## src/rtl/queue32_pkg.sv

```systemverilog
// Shared queue32 core definitions: storage depth and pointer/counter widths.
package queue32_pkg;

    localparam int QUEUE32_DEPTH = 32;
    localparam int QUEUE32_PTR_W = 5;
    localparam int QUEUE32_CNT_W = 6;

    typedef logic [QUEUE32_PTR_W-1:0] q32_ptr_t;
    typedef logic [QUEUE32_CNT_W-1:0] q32_cnt_t;

endpackage

```

## src/rtl/queue32_mux32.sv

```systemverilog
// 32:1 multiplexer selecting one WIDTH-bit entry from the packed input array.
module mux32
    import queue32_pkg::*;
#(
    parameter int WIDTH = 1
) (
    input  logic [QUEUE32_DEPTH-1:0][WIDTH-1:0] ins,
    input  logic [QUEUE32_PTR_W-1:0]            sel,
    output logic [WIDTH-1:0]                    out
);

    assign out = ins[sel];

endmodule

```

## src/rtl/queue32.sv

```systemverilog
// 32-entry circular-buffer FIFO with ready/valid handshakes on both sides.
// Optional synchronous flush input is enabled by defining QUEUE32_FLUSH_EN.
module queue32
    import queue32_pkg::*;
#(
    parameter int WIDTH = 1
) (
    input  logic                     clk,
    input  logic                     rst_aclk_n,
    input  logic                     enq_valid,
    output logic                     enq_ready,
    input  logic [WIDTH-1:0]         enq_data,
    output logic                     deq_valid,
    input  logic                     deq_ready,
    output logic [WIDTH-1:0]         deq_data,
    output logic [QUEUE32_CNT_W-1:0] count
`ifdef QUEUE32_FLUSH_EN
    ,
    input  logic                     flush
`endif
);

    localparam q32_cnt_t FULL_CNT = q32_cnt_t'(QUEUE32_DEPTH);

    logic [QUEUE32_DEPTH-1:0][WIDTH-1:0] storage;
    logic [QUEUE32_DEPTH-1:0]            wr_en;
    q32_ptr_t                            head;
    q32_ptr_t                            tail;
    logic                                flush_req;
    logic                                do_enq;
    logic                                do_deq;

`ifdef QUEUE32_FLUSH_EN
    assign flush_req = flush;
`else
    assign flush_req = 1'b0;
`endif

    // Handshake outputs depend only on the registered count, never on enq_valid/deq_ready.
    assign enq_ready = (count != FULL_CNT);
    assign deq_valid = (count != '0);

    // A flush wins over both transfers, so neither write nor pointer movement happens.
    assign do_enq = enq_valid & enq_ready & ~flush_req;
    assign do_deq = deq_valid & deq_ready & ~flush_req;

    always_comb begin
        for (int i = 0; i < QUEUE32_DEPTH; i++) begin
            wr_en[i] = do_enq & (tail == q32_ptr_t'(i));
        end
    end

    always_ff @(posedge clk or negedge rst_aclk_n) begin
        if (!rst_aclk_n) begin
            storage <= '0;
        end else begin
            for (int i = 0; i < QUEUE32_DEPTH; i++) begin
                if (wr_en[i]) begin
                    storage[i] <= enq_data;
                end
            end
        end
    end

    // Pointers wrap naturally at 5 bits; count tracks occupancy 0..32.
    always_ff @(posedge clk or negedge rst_aclk_n) begin
        if (!rst_aclk_n) begin
            head  <= '0;
            tail  <= '0;
            count <= '0;
        end else if (flush_req) begin
            head  <= '0;
            tail  <= '0;
            count <= '0;
        end else begin
            if (do_enq) begin
                tail <= tail + q32_ptr_t'(1);
            end
            if (do_deq) begin
                head <= head + q32_ptr_t'(1);
            end
            case ({do_enq, do_deq})
                2'b10:   count <= count + q32_cnt_t'(1);
                2'b01:   count <= count - q32_cnt_t'(1);
                default: count <= count;
            endcase
        end
    end

    mux32 #(
        .WIDTH(WIDTH)
    ) u_mux (
        .ins(storage),
        .sel(head),
        .out(deq_data)
    );

endmodule
```

## config.mk

```make
export PLATFORM = sky130hd
export DESIGN_NAME = queue32
export DESIGN_NICKNAME = d
export VERILOG_FILES = /design/src/rtl/queue32_pkg.sv /design/src/rtl/queue32_mux32.sv /design/src/rtl/queue32.sv
export SDC_FILE = /design/constraint.sdc
export NUM_CORES = 1
export LEC_CHECK = 0
export ABC_AREA = 1
export CELL_PAD_IN_SITES_DETAIL_PLACEMENT = 1
export CELL_PAD_IN_SITES_GLOBAL_PLACEMENT = 2
export CORE_ASPECT_RATIO = 2
export CORE_MARGIN = 10
export CORE_UTILIZATION = 38
export DETAILED_ROUTE_END_ITERATION = 6
export PLACE_DENSITY = 0.85
export SETUP_SLACK_MARGIN = 0.3
export SYNTH_ARGS = -nofsm -noshare
export SYNTH_HDL_FRONTEND = slang
export SYNTH_HIERARCHICAL = 1
export SYNTH_SLANG_ARGS = --single-unit
```

## constraint.sdc

```tcl
create_clock -name clk -period 5 [get_ports clk]
set_input_delay 1.25 -clock clk [delete_from_list [all_inputs] [get_ports clk]]
set_output_delay 1.25 -clock clk [all_outputs]
set_load 0.02 [all_outputs]
```

==> out/results.ini, run 1 <==
[placed_design]
globalplace.congestion=0.766
portBuffers=13
placed_area_sq_um=3050
dp_hpwl_um=6050

[logic_synthesis]
ys_warn_count=6
synth.top_cell.area_share_pct=40.8
synth.cell_area_sq_um=2950
synth_seq_cells=48
netlist_top_cells_area=dfrtp_1 (41%), nand2_1 (13%), nand3_1 (12%)
syn_inst=386
yosysTopAreaCell=dfrtp_1
syn_area_per_cell_sq_um=7.63
synth_ff_type=dfrtp_1
synth_most_common_cell=nand2_1
synth_nets=404
synth-edff-count=0
synth.distinct_cells=26
ys_seq_area_share_pct=40.8
synth_common_cells=nand2_1 (101), nand3_1 (70), dfrtp_1 (48)
async_flop_share_pct=100

[global_routing]
overflow=0
antenna_found_initial=0
grt_pass1_wl_um=13400
grt_pass1_vias=2633
grt_use_total_pct=14.7
grt_max_degree=49

[routing]
ant_nets=0
routed_wl_um=7860
vias=2477
drt_pass1_iterations=4
drtIter0Drc=122
route.detailed.drc=0
via_per_inst=5.13
wire_per_inst_um=16.3

[sta]
hold_violations=0
fin_tns_setup_ns=0
setup_viol=0
slew_headroom_pct=43.0
min_period_ns=3.71
tightest_slew_ns=0.853
worst_clock_skew_ns=0.00374
period_share_pct=74.2
rsz0062_at_grt=false
fmax_ghz=0.269
whs_ns=0.489
finalMaxSlewViolations=0

[layout]
drive_gt1_share_pct=8.48
multi_input_area_sq_um=1480
final_nets=406
n_fill_cell=960
layout.area.seq_sq_um=1200
fin_area_sq_um=3230
diodes=0
final_core_util_pct=42.5
area_growth_pct=9.60

[floorplanning]
initial_core_util_pct=38.7
core-area_sq_um=7600
rows=45
pin_count=14
fp.dieW_um=82.3
dieArea_sq_um=11900
die_h_um=145

[outcome]
status=finished, final reports clean

[cts]
clockBufferDepth=2
cts_tree=built
numCtsBuffers=5
cts_root_buf=clkbuf_16
ctsResizeCount=0
holdBufCountCts=0
cts_setup_buffers=0
clock_latency_ns=0.29
cts.clk_slew.worst_paths_ns=0.06
cts_max_level=2
cts.sinks=48

[worst_setup_path]
worstSetupEndpointType=output pin
cp.required_ns=3.75
critical_path.max_fanout=20
worst_setup_path_start_kind=register
critical_path_class=register to output pin
arrival_ns=2.46

[job]
cap_violations=0

[power_and_ir_drop]
worst_ir_drop_vdd_mv=0.235
power_density_nw_per_um2=629
power_mw=2.03
leakage_nw=1.48

[worst_hold_path]
min_path_type=register to register

## path summary, 6_finish.rpt
path / from / endpoint / slack [ns] / cells after the start
min in group asynchronous: rst_aclk_n / storage[16] / 1.06 / 2
hold reg to reg: storage[13] / storage[13] / 0.49 / 2
setup reg to reg: count[3] / count[4] / 2.08 / 11
max in group asynchronous: rst_aclk_n / storage[15] / 3.50 / 2
setup / recovery: head[0] / deq_data / 1.29 / 10
hold / removal: storage[13] / storage[13] / 0.49 / 2
## power by group
part	leakage [nW]	internal (mW)	switching (mW)
clock	0.0901	0.264	0.148
combinational	0.769	0.332	0.517
sequential	0.617	0.552	0.218
total	1.48	1.15	0.883
## cell families (layout without fill, tap and decap cells)
group	Yosys count	count (layout)	synth area share [%]
DFF	48	48	40.8
AOI/OAI and AO/OA	45	45	7.73
xor gates and xnor gates	8	8	2.38
and+or+nand+nor	226	226	34.5
adders and majority gates	13	13	5.78
buffers and inverters	46	49	8.84
## cells in the final DEF, fill, tap and decap left out
cell type	count
nand2_1	101
nand3_1	70
dfrtp_1	48
nor2_1	37
o21ai_0	29
inv_1	21
ha_1	12
clkdlybuf4s50_1	12
o21ai_1	10
nand2_2	9
a21oi_1	5
clkbuf_16	5
inv_2	4
xnor2_1	4
xor2_1	4
nand3_2	4
nor2_2	2
clkbuf_8	2
buf_4	2
nand4_4	1
nand4_1	1
nor2_4	1
o21a_1	1
fa_1	1
bufinv_16	1
buf_2	1
inv_6	1
## routing by layer
metal / wire [um] / track usage (%) / vias up
li1: - / - / 1256
met1: 2890 / 14.7 / 1190
met2: 4610 / 28.2 / 21
met3: 193 / 2.49 / 10
met4: 169 / 5.23 / 0
met5: 0 / 0 / -
## sequential cells by signal (all words and copies together) (netlist names)
register and flops:
storage 32, count 6, head 5, tail 5
## critical path, cell delays in order, from the launching register on
cell,delay (ns)
dfrtp_1,0.85
inv_6,0.18
nand2_1,0.11
nand3_1,0.10
nand3_1,0.12
nand2_1,0.06
nand2_1,0.05
nand2_1,0.05
nand2_1,0.05
nand2_1,0.05
clkdlybuf4s50_1,0.53
## stage by stage
step	cells	worst slack, ns
2_1_floorplan	386	2.24
4_1_cts	483	1.25
3_3_place_gp	475	1.43
3_5_place_dp	475	1.38
5_1_grt	483	1.09
6_report	483	1.29
## final cells by class
| cell class | instances | area share, % |
|---|---|---|
| Multi-Input combinational cell | 292 | 46.0 |
| Sequential cell | 48 | 37.2 |
| Clock buffer | 7 | 4.73 |
| Timing Repair Buffer | 15 | 4.34 |
| Tap cell | 94 | 3.64 |
| Inverter | 26 | 3.18 |
| Clock inverter | 1 | 0.930 |
No activity file was read; power rests on OpenSTA's default activity.
==> inputs of run 2 (changes only) <==
Settings changed: CORE_UTILIZATION 38 to 36, PLACE_DENSITY 0.85 to 0.81.
Clock period 5 ns to 3.8 ns, I/O delays scaled along.
==> run 2 against run 1 <==
  * Worst hold slack worse by 0.0020 ns
  * Final cell count up 1.2%
  * Sequential power up 28%
  * Die area up 4.5%
  * Register-to-register slack worse by 0.84 ns
  * Combinational power up 43%
  * Power up 33%
  * Setup slack worse by 0.69 ns
  * Clock power up 23%
  * Critical endpoint unchanged
  * Largest power group unchanged
==> out/results.ini, run 2 (synthesis gave the netlist of run 1 again) <==
[power_and_ir_drop]
leakage_nw=1.49
switching_share_pct=44.7
clock_power_share_pct=18.8
power_density_nw_per_um2=834
intPower_mw=1.50
worst_ir_drop_vdd_mv=0.385
p_sw_mw=1.21
power_mw=2.70
combPwrFrac_pct=44.8
sequentialPowerShare_pct=36.4

[worst_setup_path]
crit_cells=11
cp.required_ns=2.85
slowest_stage=clkdlybuf4s50_1
worst_setup_path_start_kind=register
critical_path_class=register to output pin
max_stage_delay_ns=0.60
cp_cell_sequence=buf_4 -> inv_6 -> nand2_1 -> nand3_1 -> nand3_1 -> nand2_1 -> nand2_1 -> nand2_1 -> nand2_1 -> nand2_1 -> clkdlybuf4s50_1
crit_family=buffers and inverters
rr_endpoint=count[4]
arrival_ns=2.25
rr_startpoint=count[3]
worstSetupEndpointType=output pin
path_common_cell=nand2_1
critical_path.max_fanout=17
r2r.worst_path.cells=11
rrSetupSlack_ns=1.24
path_buf_inv=3

[layout]
fin_area_sq_um=3240
reg.largest.list=storage: 32 flops, count: 6 flops
diodes=0
largest_register=storage
final_cell_mix=nand2_1 (101), nand3_1 (70), dfrtp_1 (48), nor2_1 (37), o21ai_0 (29)
largest_reg_flops=32
area_growth_pct=10.1
final_common_cell=nand2_1
final_nets=410
drive_gt1_share_pct=9.16

[sta]
setup_ws_ns=0.597
period_share_pct=84.3
setup_viol=0
worst_clock_skew_ns=0.00502
finalMaxSlewViolations=0
whs_ns=0.487
hold_violations=0
slew_headroom_pct=34.9
fmax_ghz=0.312
rsz0062_at_grt=false
fin_tns_setup_ns=0
min_period_ns=3.20
tightest_slew_ns=0.976

[worst_hold_path]
hold_end=storage[20]
min_path_type=register to register
min-delay-start=storage[20]
whs_path_depth=2

[global_routing]
antenna_found_initial=0
grt_pass1_vias=2850
overflow=0
grt_use_total_pct=15.0
grt_max_degree=34
grt_pass1_wl_um=14900

[cts]
cts_tree=built
cts.clk_slew.worst_paths_ns=0.06
clock_latency_ns=0.29
ctsResizeCount=0
clockBufferDepth=2
cts.sinks=48
numCtsBuffers=5
cts_root_buf=clkbuf_16
holdBufCountCts=0
cts_max_level=2
cts_setup_buffers=0

[floorplanning]
core-area_sq_um=7940
pin_count=14
rows=46
initial_core_util_pct=37.1
fp.dieW_um=84.0
dieArea_sq_um=12400
die_h_um=148

[placed_design]
pre_cts_ws_ns=0.778
placed_area_sq_um=3080
dp_hpwl_um=6490
globalplace.congestion=0.826
portBuffers=13

[routing]
via_per_inst=5.19
wire_per_inst_um=17.9
routed_wl_um=8770
ant_nets=0
drt_pass1_iterations=4
drtIter0Drc=101
vias=2540
route.detailed.drc=0

[job]
cap_violations=0

[outcome]
status=finished, final reports clean

[run 2: cell count changes in the layout (fill, tap and decap cells not counted)]
cell / before / now
clkinv_2: 0 / 1
clkbuf_1: 0 / 1
clkbuf_8: 2 / 0
buf_4: 2 / 6
[run 2: worst max path at each step]
stage                           to      start  slack [ns]
final                     deq_data    head[0]        0.60
after global routing      deq_data    head[0]        0.43
after CTS                 deq_data    head[0]        0.58
after detailed placement  count[4]  deq_ready        0.78
after global placement    count[4]  deq_ready        0.81
after floorplan           count[4]  enq_valid        1.34
[run 2: metrics by stage]
step / cells / util, %
3_3_place_gp: 481 / 38.8
6_report: 489 / 40.8
3_5_place_dp: 481 / 38.8
4_1_cts: 489 / 40.8
2_1_floorplan: 386 / -
5_1_grt: 489 / 40.8
[run 2: power by group through the flow]
stage	combinational, mW	clock, mW	sequential, mW
after floorplan	0.906	0	0.912
after global placement	1.19	0	0.992
after detailed placement	1.22	0	0.997
after CTS	1.23	0.526	0.989
after global routing	1.39	0.550	1.01
final	1.21	0.508	0.983
[run 2: cell type report]
class / instances / area, sq um
clock buffers: 6 / 129
clock inverters: 2 / 35.0
fillers: 1006 / 4700
inverters: 26 / 103
multi-input cells: 292 / 1480
flip-flops and latches: 48 / 1200
well taps: 96 / 120
repair buffers: 19 / 170
[run 2: routing by layer]
layer | up-vias | wire length (um) | GRT usage [%]
li1 | 1263 | - | -
met1 | 1223 | 3190 | 14.5
met2 | 36 | 5080 | 29.1
met3 | 18 | 197 | 2.20
met4 | 0 | 300 | 7.74
met5 | - | 0 | 0
[run 2: tightest hold or removal path, stage by stage, from the launching register on]
cell     delay (ns)
dfrtp_1        0.35
nand2_1        0.05
o21ai_0        0.06
==> inputs of run 3 (changes only) <==
Clock period 3.8 ns to 3 ns, I/O delays scaled along.
==> run 3 against run 2 <==
  * Power rose by 26%
  * Cell area grew 1.2%
  * Routed wire length is 0.99% higher
  * Count of clock-buffer cells in the layout stayed put
  * Largest cell class unchanged
==> out/results.ini, run 3 (synthesis gave the netlist of run 1 again) <==
[global_routing]
overflow=0
grt_max_degree=34
grt_use_total_pct=15.1
antenna_found_initial=0
grt_pass1_vias=2818
grt_pass1_wl_um=15000

[sta]
fmax_ghz=0.391
hold_violations=0
worst_clock_skew_ns=0.00538
min_period_ns=2.56
period_share_pct=85.2
setup_ws_ns=0.444
finalMaxSlewViolations=0
fin_tns_setup_ns=0
slew_headroom_pct=51.9
rsz0062_at_grt=false
tightest_slew_ns=0.721
setup_viol=0
whs_ns=0.357

[worst_setup_path]
rr_endpoint=count[4]
cp.required_ns=2.25
critical_path.max_fanout=4
r2r.worst_path.cells=10
arrival_ns=1.81
rr_startpoint=count[3]
worstSetupEndpointType=output pin
rrSetupSlack_ns=0.51
worst_setup_path_start_kind=register
critical_path_class=register to output pin

[layout]
largest_reg_flops=32
area_growth_pct=11.4
fin_cells=495
final_core_util_pct=41.3
final_cell_mix=nand2_1 (101), nand3_1 (70), dfrtp_1 (47), nor2_1 (37), o21ai_0 (29)
largest_register=storage
n_fill_cell=1021
diodes=0
reg.largest.list=storage: 32 flops, count: 6 flops
drive_gt1_share_pct=11.3
fin_area_sq_um=3280
final_nets=416
final_common_cell=nand2_1

[floorplanning]
rows=46
die_h_um=148
pin_count=14
core-area_sq_um=7940
dieArea_sq_um=12400
fp.dieW_um=84.0
initial_core_util_pct=37.1

[power_and_ir_drop]
power_density_nw_per_um2=1030
power_mw=3.39
worst_ir_drop_vdd_mv=0.456
leakage_nw=1.51

[cts]
cts.clk_slew.worst_paths_ns=0.07
numCtsBuffers=5
cts.sinks=48
clockBufferDepth=2
clock_latency_ns=0.29
holdBufCountCts=0
cts_tree=built
cts_max_level=2
cts_root_buf=clkbuf_16

[placed_design]
globalplace.congestion=0.787
dp_hpwl_um=6700
portBuffers=13
pre_cts_ws_ns=0.176
dp_cells=486
placed_area_sq_um=3130

[routing]
route.detailed.drc=0
drtIter0Drc=158
routed_wl_um=8860
wire_per_inst_um=17.9
via_per_inst=5.23
drt_pass1_iterations=4
ant_nets=0
vias=2588

[job]
cap_violations=0

[outcome]
status=finished, final reports clean

[worst_hold_path]
min_path_type=primary input to async pin

-- run 3: metal layers --
| metal | vias up | global-route usage [%] | part of all wire [%] |
|---|---|---|---|
| met5 | - | 0 | 0 |
| met4 | 0 | 5.98 | 2.4 |
| met3 | 11 | 2.09 | 1.5 |
| met2 | 21 | 29.9 | 59 |
| met1 | 1282 | 14.9 | 37 |
| li1 | 1274 | - | - |
-- run 3: worst max-delay path, stage by stage, from the launching register on --
cell and delay [ns]:
dfrtp_1 0.44, nor2_2 0.25, nand3_1 0.22, clkdlybuf4s50_1 0.60
-- run 3: power by group --
part           switching, mW  internal (mW)  total [mW]
clock network          0.253          0.329       0.583
registers              0.317          0.922        1.24
logic                  0.971          0.602        1.57
total                   1.54           1.85        3.39
-- run 3: worst max-delay path by stage --
stage,slack [ns],startpoint,end,cells past startpoint
2_1_floorplan,0.69,count[1],count[4],9
6_report,0.44,count[3],deq_valid,3
5_1_grt,0.32,count[1],count[5],14
4_1_cts,0.30,head[0],deq_data,11
3_5_place_dp,0.18,deq_ready,count[4],11
3_3_place_gp,0.21,deq_ready,count[4],11
-- run 3: timing repair --
item	CTS	global route
setup buffers	0	1
pin swaps	0	0
endpoints found under the hold margin	0	0
endpoints found under the setup margin	2	1
gates resized for setup	4	3
-- run 3: layout make-up --
cell class,instances,area [sq um],area share [%]
multi-input cells,292,1480,45.2
flip-flops and latches,48,1200,36.6
repair buffers,25,221,6.75
clock buffers,6,139,4.23
well taps,96,120,3.66
inverters,26,105,3.20
clock inverters,2,10.0,0.305
